`config.mk`:
```
export PLATFORM = sky130hd
export DESIGN_NAME = nbody_step_sched_flat
export DESIGN_NICKNAME = d
export VERILOG_FILES = /design/src/rtl/nbody_step_sched_if.sv /design/src/rtl/nbody_step_sched.sv /design/src/flat_wrapper.sv
export SDC_FILE = /design/constraint.sdc
export NUM_CORES = 1
export LEC_CHECK = 0
export ABC_CLOCK_PERIOD_IN_PS = 4150
export BUFFER_PORTS_ARGS = -buffer_cell sky130_fd_sc_hd__buf_2
export CAP_MARGIN = 5
export CORE_UTILIZATION = 55
export DETAILED_ROUTE_END_ITERATION = 10
export PLACE_DENSITY = 0.71
export SYNTH_ARGS = -nofsm -noshare
export SYNTH_HDL_FRONTEND = slang
export SYNTH_SLANG_ARGS = --single-unit
```
`constraint.sdc`:
```
create_clock -name clk -period 4.15 [get_ports clk]
set_input_delay 0.83 -clock clk [delete_from_list [all_inputs] [get_ports clk]]
set_output_delay 0.83 -clock clk [all_outputs]
set_load 0.02 [all_outputs]
```
`src/rtl/nbody_step_sched_if.sv`:
```
// Control/status bundle between the n-body top-level wrapper and nbody_step_sched.
// Port names are seen from the sequencer: _i driven by the wrapper, _o driven by the sequencer.
interface nbody_step_sched_if #(
  parameter int IDX_W  = 9,
  parameter int STEP_W = 16
);
  logic              start_i;
  logic              abort_i;
  logic [IDX_W:0]    num_bodies_i;
  logic [STEP_W-1:0] num_steps_i;
  logic              done_ack_i;
  logic [IDX_W-1:0]  pair_i_o;
  logic [IDX_W-1:0]  pair_j_o;
  logic              acc_vld_o;
  logic [IDX_W-1:0]  acc_i_o;
  logic              acc_first_o;
  logic              acc_last_o;
  logic [IDX_W-1:0]  pos_rd_addr_o;
  logic [IDX_W-1:0]  pos_wr_addr_o;
  logic              pos_wren_o;
  logic [STEP_W-1:0] step_cnt_o;
  logic              busy_o;
  logic              done_o;

  modport master (
    output start_i, abort_i, num_bodies_i, num_steps_i, done_ack_i,
    input  pair_i_o, pair_j_o, acc_vld_o, acc_i_o, acc_first_o, acc_last_o,
           pos_rd_addr_o, pos_wr_addr_o, pos_wren_o, step_cnt_o, busy_o, done_o
  );

  modport slave (
    input  start_i, abort_i, num_bodies_i, num_steps_i, done_ack_i,
    output pair_i_o, pair_j_o, acc_vld_o, acc_i_o, acc_first_o, acc_last_o,
           pos_rd_addr_o, pos_wr_addr_o, pos_wren_o, step_cnt_o, busy_o, done_o
  );
endinterface

```
`src/rtl/nbody_step_sched.sv`:
```
// N-body step sequencer: pair issue with tag pipeline, position sweep, step counting.
// Define SKIP_SELF_EN to suppress i==j pairs (N*(N-1) issues per step instead of N*N).
module nbody_step_sched #(
  parameter int BODIES   = 512,
  parameter int IDX_W    = $clog2(BODIES),
  parameter int PIPE_LAT = 123,
  parameter int ADD_LAT  = 20,
  parameter int STEP_W   = 16
) (
  input logic               clk,
  input logic               rst_n,
  nbody_step_sched_if.slave bus
);
  localparam int DRAIN_CYC = PIPE_LAT + ADD_LAT + 1;
  localparam int CNT_W     = $clog2(DRAIN_CYC + 1);
  localparam logic [CNT_W-1:0] DRAIN_LAST = CNT_W'(DRAIN_CYC);
  localparam int TAG_W     = IDX_W + 3;

  typedef enum logic [2:0] {
    IDLE, ACC_ISSUE, ACC_DRAIN, POS_SWEEP, POS_DRAIN, DONE
  } state_t;

  state_t            state_q, state_d;
  logic [IDX_W:0]    n_q, n_d, n_m1, last_j;
  logic [STEP_W-1:0] steps_q, steps_d, step_q, step_d;
  logic [IDX_W-1:0]  i_q, i_d, j_q, j_d, j_next, first_j;
  logic [IDX_W-1:0]  pair_i_q, pair_i_d, pair_j_q, pair_j_d, rd_q, rd_d;
  logic [CNT_W-1:0]  cnt_q, cnt_d;
  logic              issue, rd_vld, j_first, j_last, row_last, wr_hit;

  // Tag layout: {vld, first, last, i}; stage 0 is loaded together with pair_i/pair_j.
  logic [TAG_W-1:0]  tag_q [0:PIPE_LAT];
  logic [IDX_W:0]    wr_q  [0:ADD_LAT];

  assign n_m1 = n_q - 1'b1;

`ifdef SKIP_SELF_EN
  localparam logic [IDX_W-1:0] START_J = IDX_W'(1);
  assign first_j = (i_q == '0) ? IDX_W'(1) : '0;
  assign last_j  = ({1'b0, i_q} == n_m1) ? n_q - (IDX_W+1)'(2) : n_m1;
  assign j_next  = (j_q + 1'b1 == i_q) ? j_q + IDX_W'(2) : j_q + 1'b1;
`else
  localparam logic [IDX_W-1:0] START_J = '0;
  assign first_j = '0;
  assign last_j  = n_m1;
  assign j_next  = j_q + 1'b1;
`endif

  assign j_first  = (j_q == first_j);
  assign j_last   = ({1'b0, j_q} == last_j);
  assign row_last = ({1'b0, i_q} == n_m1);
  assign wr_hit   = wr_q[ADD_LAT][IDX_W] && ({1'b0, wr_q[ADD_LAT][IDX_W-1:0]} == n_m1);

  always_ff @(posedge clk or negedge rst_n) begin
    if (!rst_n) begin
      state_q  <= IDLE;
      n_q      <= '0;
      steps_q  <= '0;
      step_q   <= '0;
      i_q      <= '0;
      j_q      <= '0;
      pair_i_q <= '0;
      pair_j_q <= '0;
      cnt_q    <= '0;
      rd_q     <= '0;
    end else begin
      state_q  <= state_d;
      n_q      <= n_d;
      steps_q  <= steps_d;
      step_q   <= step_d;
      i_q      <= i_d;
      j_q      <= j_d;
      pair_i_q <= pair_i_d;
      pair_j_q <= pair_j_d;
      cnt_q    <= cnt_d;
      rd_q     <= rd_d;
    end
  end

  always_comb begin
    state_d  = state_q;
    n_d      = n_q;
    steps_d  = steps_q;
    step_d   = step_q;
    i_d      = i_q;
    j_d      = j_q;
    pair_i_d = pair_i_q;
    pair_j_d = pair_j_q;
    cnt_d    = cnt_q;
    rd_d     = rd_q;
    issue    = 1'b0;
    rd_vld   = 1'b0;
    unique case (state_q)
      IDLE: begin
        if (bus.start_i) begin
          step_d = '0;
          if (bus.num_bodies_i >= (IDX_W+1)'(2)) begin
            n_d     = bus.num_bodies_i;
            steps_d = (bus.num_steps_i == '0) ? STEP_W'(1) : bus.num_steps_i;
            i_d     = '0;
            j_d     = START_J;
            state_d = ACC_ISSUE;
          end else begin
            state_d = DONE;
          end
        end
      end
      ACC_ISSUE: begin
        issue    = 1'b1;
        pair_i_d = i_q;
        pair_j_d = j_q;
        if (j_last) begin
          if (row_last) begin
            state_d = ACC_DRAIN;
            cnt_d   = '0;
          end else begin
            i_d = i_q + 1'b1;
            j_d = '0;
          end
        end else begin
          j_d = j_next;
        end
      end
      // Covers the last tag leaving the pipe plus the velocity add/write settle time.
      ACC_DRAIN: begin
        if (cnt_q == DRAIN_LAST) begin
          state_d = POS_SWEEP;
          rd_d    = '0;
        end else begin
          cnt_d = cnt_q + 1'b1;
        end
      end
      POS_SWEEP: begin
        rd_vld = 1'b1;
        if ({1'b0, rd_q} == n_m1) state_d = POS_DRAIN;
        else                      rd_d    = rd_q + 1'b1;
      end
      POS_DRAIN: begin
        if (wr_hit) begin
          step_d = step_q + 1'b1;
          if (step_d == steps_q) begin
            state_d = DONE;
          end else begin
            state_d = ACC_ISSUE;
            i_d     = '0;
            j_d     = START_J;
          end
        end
      end
      DONE: begin
        if (bus.done_ack_i) state_d = IDLE;
      end
      default: state_d = IDLE;
    endcase
    if (bus.abort_i) begin
      state_d = IDLE;
      step_d  = step_q;
    end
  end

  always_ff @(posedge clk or negedge rst_n) begin
    if (!rst_n) begin
      tag_q[0] <= '0;
      wr_q[0]  <= '0;
    end else begin
      tag_q[0] <= {issue & ~bus.abort_i, j_first, j_last, i_q};
      wr_q[0]  <= {rd_vld & ~bus.abort_i, rd_q};
    end
  end

  genvar gi;
  generate
    for (gi = 1; gi <= PIPE_LAT; gi++) begin : g_tag
      always_ff @(posedge clk or negedge rst_n) begin
        if (!rst_n)           tag_q[gi] <= '0;
        else if (bus.abort_i) tag_q[gi] <= {1'b0, tag_q[gi-1][TAG_W-2:0]};
        else                  tag_q[gi] <= tag_q[gi-1];
      end
    end
    for (gi = 1; gi <= ADD_LAT; gi++) begin : g_wr
      always_ff @(posedge clk or negedge rst_n) begin
        if (!rst_n)           wr_q[gi] <= '0;
        else if (bus.abort_i) wr_q[gi] <= {1'b0, wr_q[gi-1][IDX_W-1:0]};
        else                  wr_q[gi] <= wr_q[gi-1];
      end
    end
  endgenerate

  assign bus.pair_i_o      = pair_i_q;
  assign bus.pair_j_o      = pair_j_q;
  assign bus.acc_vld_o     = tag_q[PIPE_LAT][TAG_W-1];
  assign bus.acc_first_o   = tag_q[PIPE_LAT][TAG_W-2];
  assign bus.acc_last_o    = tag_q[PIPE_LAT][TAG_W-3];
  assign bus.acc_i_o       = tag_q[PIPE_LAT][IDX_W-1:0];
  assign bus.pos_rd_addr_o = rd_q;
  assign bus.pos_wr_addr_o = wr_q[ADD_LAT][IDX_W-1:0];
  assign bus.pos_wren_o    = wr_q[ADD_LAT][IDX_W];
  assign bus.step_cnt_o    = step_q;
  assign bus.busy_o        = (state_q != IDLE) && (state_q != DONE);
  assign bus.done_o        = (state_q == DONE);
endmodule

```
`src/flat_wrapper.sv`:
```
// flat-port wrapper written by rule: the top's interface ports become plain ports
module nbody_step_sched_flat 
#(
  parameter int BODIES   = 512,
  parameter int IDX_W    = $clog2(BODIES),
  parameter int PIPE_LAT = 123,
  parameter int ADD_LAT  = 20,
  parameter int STEP_W   = 16
)
  (clk, rst_n, bus_start_i, bus_abort_i, bus_num_bodies_i, bus_num_steps_i, bus_done_ack_i, bus_pair_i_o, bus_pair_j_o, bus_acc_vld_o, bus_acc_i_o, bus_acc_first_o, bus_acc_last_o, bus_pos_rd_addr_o, bus_pos_wr_addr_o, bus_pos_wren_o, bus_step_cnt_o, bus_busy_o, bus_done_o);
  nbody_step_sched_if #(.IDX_W(IDX_W), .STEP_W(STEP_W)) bus_i ();
  input logic clk;
  input logic rst_n;
  input wire logic [$bits(bus_i.start_i)-1:0] bus_start_i;
  input wire logic [$bits(bus_i.abort_i)-1:0] bus_abort_i;
  input wire logic [$bits(bus_i.num_bodies_i)-1:0] bus_num_bodies_i;
  input wire logic [$bits(bus_i.num_steps_i)-1:0] bus_num_steps_i;
  input wire logic [$bits(bus_i.done_ack_i)-1:0] bus_done_ack_i;
  output wire logic [$bits(bus_i.pair_i_o)-1:0] bus_pair_i_o;
  output wire logic [$bits(bus_i.pair_j_o)-1:0] bus_pair_j_o;
  output wire logic [$bits(bus_i.acc_vld_o)-1:0] bus_acc_vld_o;
  output wire logic [$bits(bus_i.acc_i_o)-1:0] bus_acc_i_o;
  output wire logic [$bits(bus_i.acc_first_o)-1:0] bus_acc_first_o;
  output wire logic [$bits(bus_i.acc_last_o)-1:0] bus_acc_last_o;
  output wire logic [$bits(bus_i.pos_rd_addr_o)-1:0] bus_pos_rd_addr_o;
  output wire logic [$bits(bus_i.pos_wr_addr_o)-1:0] bus_pos_wr_addr_o;
  output wire logic [$bits(bus_i.pos_wren_o)-1:0] bus_pos_wren_o;
  output wire logic [$bits(bus_i.step_cnt_o)-1:0] bus_step_cnt_o;
  output wire logic [$bits(bus_i.busy_o)-1:0] bus_busy_o;
  output wire logic [$bits(bus_i.done_o)-1:0] bus_done_o;
  assign bus_i.start_i = bus_start_i;
  assign bus_i.abort_i = bus_abort_i;
  assign bus_i.num_bodies_i = bus_num_bodies_i;
  assign bus_i.num_steps_i = bus_num_steps_i;
  assign bus_i.done_ack_i = bus_done_ack_i;
  assign bus_pair_i_o = bus_i.pair_i_o;
  assign bus_pair_j_o = bus_i.pair_j_o;
  assign bus_acc_vld_o = bus_i.acc_vld_o;
  assign bus_acc_i_o = bus_i.acc_i_o;
  assign bus_acc_first_o = bus_i.acc_first_o;
  assign bus_acc_last_o = bus_i.acc_last_o;
  assign bus_pos_rd_addr_o = bus_i.pos_rd_addr_o;
  assign bus_pos_wr_addr_o = bus_i.pos_wr_addr_o;
  assign bus_pos_wren_o = bus_i.pos_wren_o;
  assign bus_step_cnt_o = bus_i.step_cnt_o;
  assign bus_busy_o = bus_i.busy_o;
  assign bus_done_o = bus_i.done_o;
  nbody_step_sched #(.BODIES(BODIES), .IDX_W(IDX_W), .PIPE_LAT(PIPE_LAT), .ADD_LAT(ADD_LAT), .STEP_W(STEP_W)) u_core (.clk(clk), .rst_n(rst_n), .bus(bus_i));
endmodule
```
Yosys cells after proc, flatten, opt, wreduce, memory -nomap -nowiden --
Index checks and enable logic that the tools add are counted. W data, S select, Z words.
Cells by class: muxes and demuxes 177, reduce and logical (&&, ||, !) cells 17, $lt $le $gt $ge 1, $add $sub $neg 6, bitwise logic cells 3, equal/unequal tests 30
Operators by type and width (number):
- $mux W12 | 123
- $mux W10 | 20
- $mux W9 | 10
- $pmux W9 S3 | 2
- $mux W16 | 3
- $eq A9 B10 Y1 | 4
- $pmux W16 S2 | 1
- $mux W3 | 10
- $add A9 B1 Y9 const B | 3
- $mux W8 | 3
- $pmux W3 S6 | 1
- $pmux W9 S2 | 1
- $add A16 B1 Y16 const B | 1
- $eq A16 B16 Y1 | 1
- $logic_not A16 Y1 | 1
- $pmux W8 S2 | 1
- $ne A3 B2 Y1 const B | 5
- $reduce_and A7 Y1 | 2
- $ne A3 B3 Y1 const B | 4
- $ge A10 B2 Y1 const B | 1
- $ne A2 B1 Y1 const B | 5
- $ne A2 B2 Y1 const B | 5
- $sub A10 B1 Y10 const B | 1
- $logic_not A9 Y1 | 1
- 15 further kinds | 25
Word-level totals: bits of input ports 31, flip-flop bits (word level) 1796, logic and storage cells 389, output and inout bits 67

Longest topological paths before layout --
word-level depth 6, gate-level depth with buffers 13, gate-level depth less buffers 11

Least setup slack after synthesis --
OpenSTA, ideal clock, no wires.
path kind register to register, start point register u_core.n_q[0], end point register u_core.j_q[7], clock period less this slack 3.189 ns, cell stages (with the launch flop) 13, path slack 0.961 ns, data arrival time 3.107 ns, buffers on the path 2, library setup time 0.082 ns, data required time 4.068 ns, cell sequence dfrtp_1 buf_6 inv_1 ha_1 or3b_1 buf_2 nor3_4 mux2_2 a211o_1 or4_1 nor3_2 nor2_2 a31oi_1
On the way: cells in the longest elaborated chain, start to end 5, elaborated cells on any way between the ends 10, those cells by class add/sub (1); eq/ne (5); mux (2); reduce/logical (2)
RTL lines:
- start: declaration | RTL line nbody_step_sched.sv:24 | logic [IDX_W:0] n_q, n_d, n_m1, last_j;
- start signal: assignment | RTL line nbody_step_sched.sv:68 | n_q <= n_d;
- $sub A10 B1 Y10 * | RTL line nbody_step_sched.sv:35 | assign n_m1 = n_q - 1'b1;
- $eq A9 B10 Y1 | RTL line nbody_step_sched.sv:52 | assign wr_hit = wr_q[ADD_LAT][IDX_W] && ({1'b0, wr_q[ADD_LAT][IDX_W-1:0]} == n_m1);
- $logic_and A1 B1 Y1 | RTL line nbody_step_sched.sv:52
- $ne A2 B1 Y1 (no source line)
- $reduce_and A6 Y1 (no source line)
- end signal: assignment | RTL line nbody_step_sched.sv:72 | j_q <= j_d;
- end: declaration | RTL line nbody_step_sched.sv:26 | logic [IDX_W-1:0] i_q, i_d, j_q, j_d, j_next, first_j;
Mark *: on every way between the ends. The rest lies on a longest branch, timed or not. A chain may end at the register's enable or synchronous reset.

Worst setup path after layout --
start point register u_core.n_q[0], end point register u_core.step_q[8] (netlist: u_core.bus.step_cnt_o[8])
On the way: cells in the longest elaborated chain, start to end 5
RTL lines:
- $sub A10 B1 Y10 | RTL line nbody_step_sched.sv:35
- $eq A9 B10 Y1 | RTL line nbody_step_sched.sv:52
- $logic_and A1 B1 Y1 | RTL line nbody_step_sched.sv:52
- $ne A2 B1 Y1 (no source line)
- $reduce_and A4 Y1 (no source line)
- end signal: assignment | RTL line nbody_step_sched.sv:70 | step_q <= step_d;
- end: declaration | RTL line nbody_step_sched.sv:25 | logic [STEP_W-1:0] steps_q, steps_d, step_q, step_d;
Every way passes these cells.

==> flow_summary.json <==
{
  "relSlewSlack": 0.345,
  "period_minus_slack_ns": 3.78,
  "ys_types": 75,
  "grt_pass1_wl_mm": 150,
  "drive_above_1_share": 0.154,
  "hold_path.class": "primary input to asynchronous set/reset pin",
  "async_flop_share": 1.00,
  "critPathBufInv": 2,
  "drc_errors": 0,
  "synthTopCellsByCount": "1796 x dfrtp_1, 153 x nor2b_1, 87 x nand2_1",
  "fin_nets": 2886,
  "synth_area_um2": 50000,
  "cts.htree.levels": 4,
  "synth_top_cell_area_share": 0.898,
  "yosys.area.top_type": "dfrtp_1",
  "path_class": "flip-flop to flip-flop",
  "io_pins": 98,
  "grt-ovfl-total": 0,
  "startpoint_type": "flip-flop",
  "status": "finished clean",
  "wirelength_mm": 93.4,
  "port-buffer-count": 97,
  "ys_ff_latch": 1796,
  "worst_pin_slew_ns": 0.982,
  "gp_congestion": 0.860,
  "via_per_inst": 5.02,
  "fin_skew_ns": 0.0635,
  "power.density_nw_per_um2": 625,
  "cts_hold_buf": 0,
  "syn_area_per_cell_um2": 19.2,
  "synth_warnings": 0,
  "p_leak_nw": 30.2,
  "cts.clk_slew.worst_paths_ns": 0.06,
  "crit_path_top_delay_cell": "or3b_1",
  "core_area_um2": 90000,
  "cts_buffers": 164,
  "crit_required_ns": 4.79,
  "cp_top_family": "simple AND/OR/NAND/NOR gates",
  "diodes": 0,
  "ir_drop_mv": 0.387,
  "root_buffer": "clkbuf_16",
  "r2r_slack_ns": 0.37,
  "cp.arrival_ns": 4.43,
  "fin_crit_sh": 0.912,
  "max-cap-violations": 0,
  "grt_use_total": 0.215,
  "antenna_found_initial": 2,
  "critPathCaptureType": "flip-flop",
  "grt_pass1_vias": 24500,
  "cts_tree": "built",
  "synth_fp_nets": 2646,
  "synth_flop_cell": "dfrtp_1",
  "num_vias": 20900,
  "start_util": 0.556,
  "dpl.hpwl_mm": 43.0,
  "cts_max_path_buffers": 3,
  "cp_max_fo": 10,
  "synth_edf_count": 0,
  "fillers": 5656,
  "post-place-ws_ns": 0.194,
  "synthCells": 2607,
  "worstSkewPairLatency_ns": 0.77,
  "reg2regPathDepth": 11,
  "fmax_mhz": 264,
  "r2r_end": "u_core.bus.step_cnt_o[8]",
  "rsz0062_at_grt": "no",
  "rows": 110,
  "clock-sinks": 1796,
  "firstDrtPassIters": 5,
  "finalMaxSlewViolations": 0,
  "synth.area.top_cells": "dfrtp_1 90%, nor2b_1 1.9%, nand2_1 0.65%",
  "final_antenna_net_count": 0,
  "die_area_um2": 92200,
  "max_stage_delay_ns": 0.55,
  "path_cells": "inv_1 -> ha_1 -> or3b_1 -> nor3_4 -> xnor2_1 -> a221o_1 -> nor4_2 -> nand4_1 -> buf_4 -> or3_1 -> o21ai_0",
  "reg2reg_from": "u_core.n_q[0]",
  "first_iter_violations": 1503,
  "hold_viol": 0,
  "final.setup.tns_ns": 0,
  "layout_setup_ws_ns": 0.366,
  "hold_ws_ns": 0.0685,
  "seq_area_frac_synth": 0.898,
  "grt_max_degree": 149,
  "wl_per_cell_um": 22.4,
  "dieWidth_um": 304,
  "area_growth_pct": 15.9,
  "yosys.cell_count.top_type": "dfrtp_1",
  "die_h_um": 304,
  "setup_violations": 0
}
[layer usage]
layer  GRT usage  share of wire  vias to the layer above
met5           0              0                        -
met4      0.0684          0.023                        0
met3      0.0379          0.037                      151
met2       0.366           0.53                      425
met1       0.287           0.41                    11400
li1            -              -                     8902
[how the worst max path moves through the flow]
stage / endpoint / startpoint / slack [ns] / cells after the start
after global placement: u_core.bus.step_cnt_o[15] / u_core.n_q[0] / 0.29 / 10
final: u_core.bus.step_cnt_o[8] / u_core.n_q[0] / 0.37 / 11
after floorplan: u_core.j_q[7] / u_core.n_q[0] / 0.96 / 12
after CTS: u_core.bus.step_cnt_o[3] / u_core.n_q[0] / 0.21 / 10
after detailed placement: u_core.bus.step_cnt_o[3] / u_core.n_q[0] / 0.19 / 10
after global routing: u_core.j_q[6] / u_core.n_q[0] / 0.16 / 10
[worst reg2reg max path: stages (launching register included)]
cell	delay, ns
dfrtp_1	0.49
inv_1	0.13
ha_1	0.28
or3b_1	0.55
nor3_4	0.27
xnor2_1	0.14
a221o_1	0.40
nor4_2	0.43
nand4_1	0.36
buf_4	0.29
or3_1	0.32
o21ai_0	0.08
[metrics by stage]
step / instance area [um^2] / total power, mW / util / instances
floorplan: 50000 / 19.7 / - / 2607
global placement: 52200 / 20.5 / 0.580 / 3857
detailed placement: 52200 / 20.6 / 0.580 / 3857
CTS: 58000 / 36.7 / 0.644 / 4160
global route: 58000 / 37.6 / 0.644 / 4160
finish: 58000 / 36.2 / 0.644 / 4160
[logic make-up (layout without fill, tap and decap cells)]
| family | count (synthesis) | after routing | share of synthesized area |
|---|---|---|---|
| mux | 26 | 26 | 0.00578 |
| fa+ha+maj | 9 | 9 | 0.00220 |
| flops | 1796 | 1796 | 0.898 |
| buf+inv | 102 | 479 | 0.00950 |
| compound gates | 157 | 157 | 0.0204 |
| xor+xnor | 62 | 62 | 0.0123 |
| simple gates | 455 | 455 | 0.0515 |
[layout make-up]
class / instances / area [um^2] / area share
clock buffer: 237 / 4730 / 0.0816
clock inverter: 66 / 1020 / 0.0176
inverter: 20 / 75.1 / 0.00129
multi-input combinational: 709 / 4620 / 0.0796
sequential: 1796 / 44900 / 0.775
tap: 1176 / 1470 / 0.0254
timing repair buffer: 156 / 1120 / 0.0193
[registers in the layout, indices dropped and copies added, names as in the netlist, 3 cells and up]
signal / count
u_core.steps_q: 16
u_core.bus.pos_wr_addr_o: 9
u_core.bus.step_cnt_o: 16
u_core.bus.acc_i_o: 9
u_core.bus.pair_i_o: 9
u_core.state_q: 3
u_core.bus.pos_rd_addr_o: 9
u_core.cnt_q: 8
u_core.wr_q: 200
u_core.j_q: 9
u_core.tag_q: 1476
u_core.i_q: 9
u_core.n_q: 10
u_core.bus.pair_j_o: 9
[what timing repair did]
action | 4_1_cts | 5_1_grt
resized for setup | 0 | 1
setup endpoints to repair | 0 | 5
endpoints found under the hold margin | 0 | 0
setup buffers | 0 | 0
[power by group]
part	internal, mW	total [mW]	switching (mW)
logic	0.715	1.98	1.26
registers	18.0	18.3	0.363
clock network	9.16	15.9	6.77
[placed cells by master (no fill, tap or decap), types with 20 or more instances in the layout]
cell | synthesis | routed
a21oi_1 | 20 | 20
clkinv_2 | 0 | 26
buf_2 | 8 | 95
buf_4 | 18 | 46
nand3_1 | 21 | 21
mux2_2 | 23 | 23
clkbuf_8 | 0 | 33
clkbuf_16 | 0 | 165
nand4_1 | 22 | 22
xor2_1 | 21 | 21
dfrtp_1 | 1796 | 1796
nand2_1 | 87 | 87
nor2b_1 | 153 | 153
xnor2_1 | 36 | 36
clkbuf_1 | 47 | 39
o21ai_0 | 45 | 45
nor2_1 | 50 | 50
No activity file was read; power rests on OpenSTA's default activity.
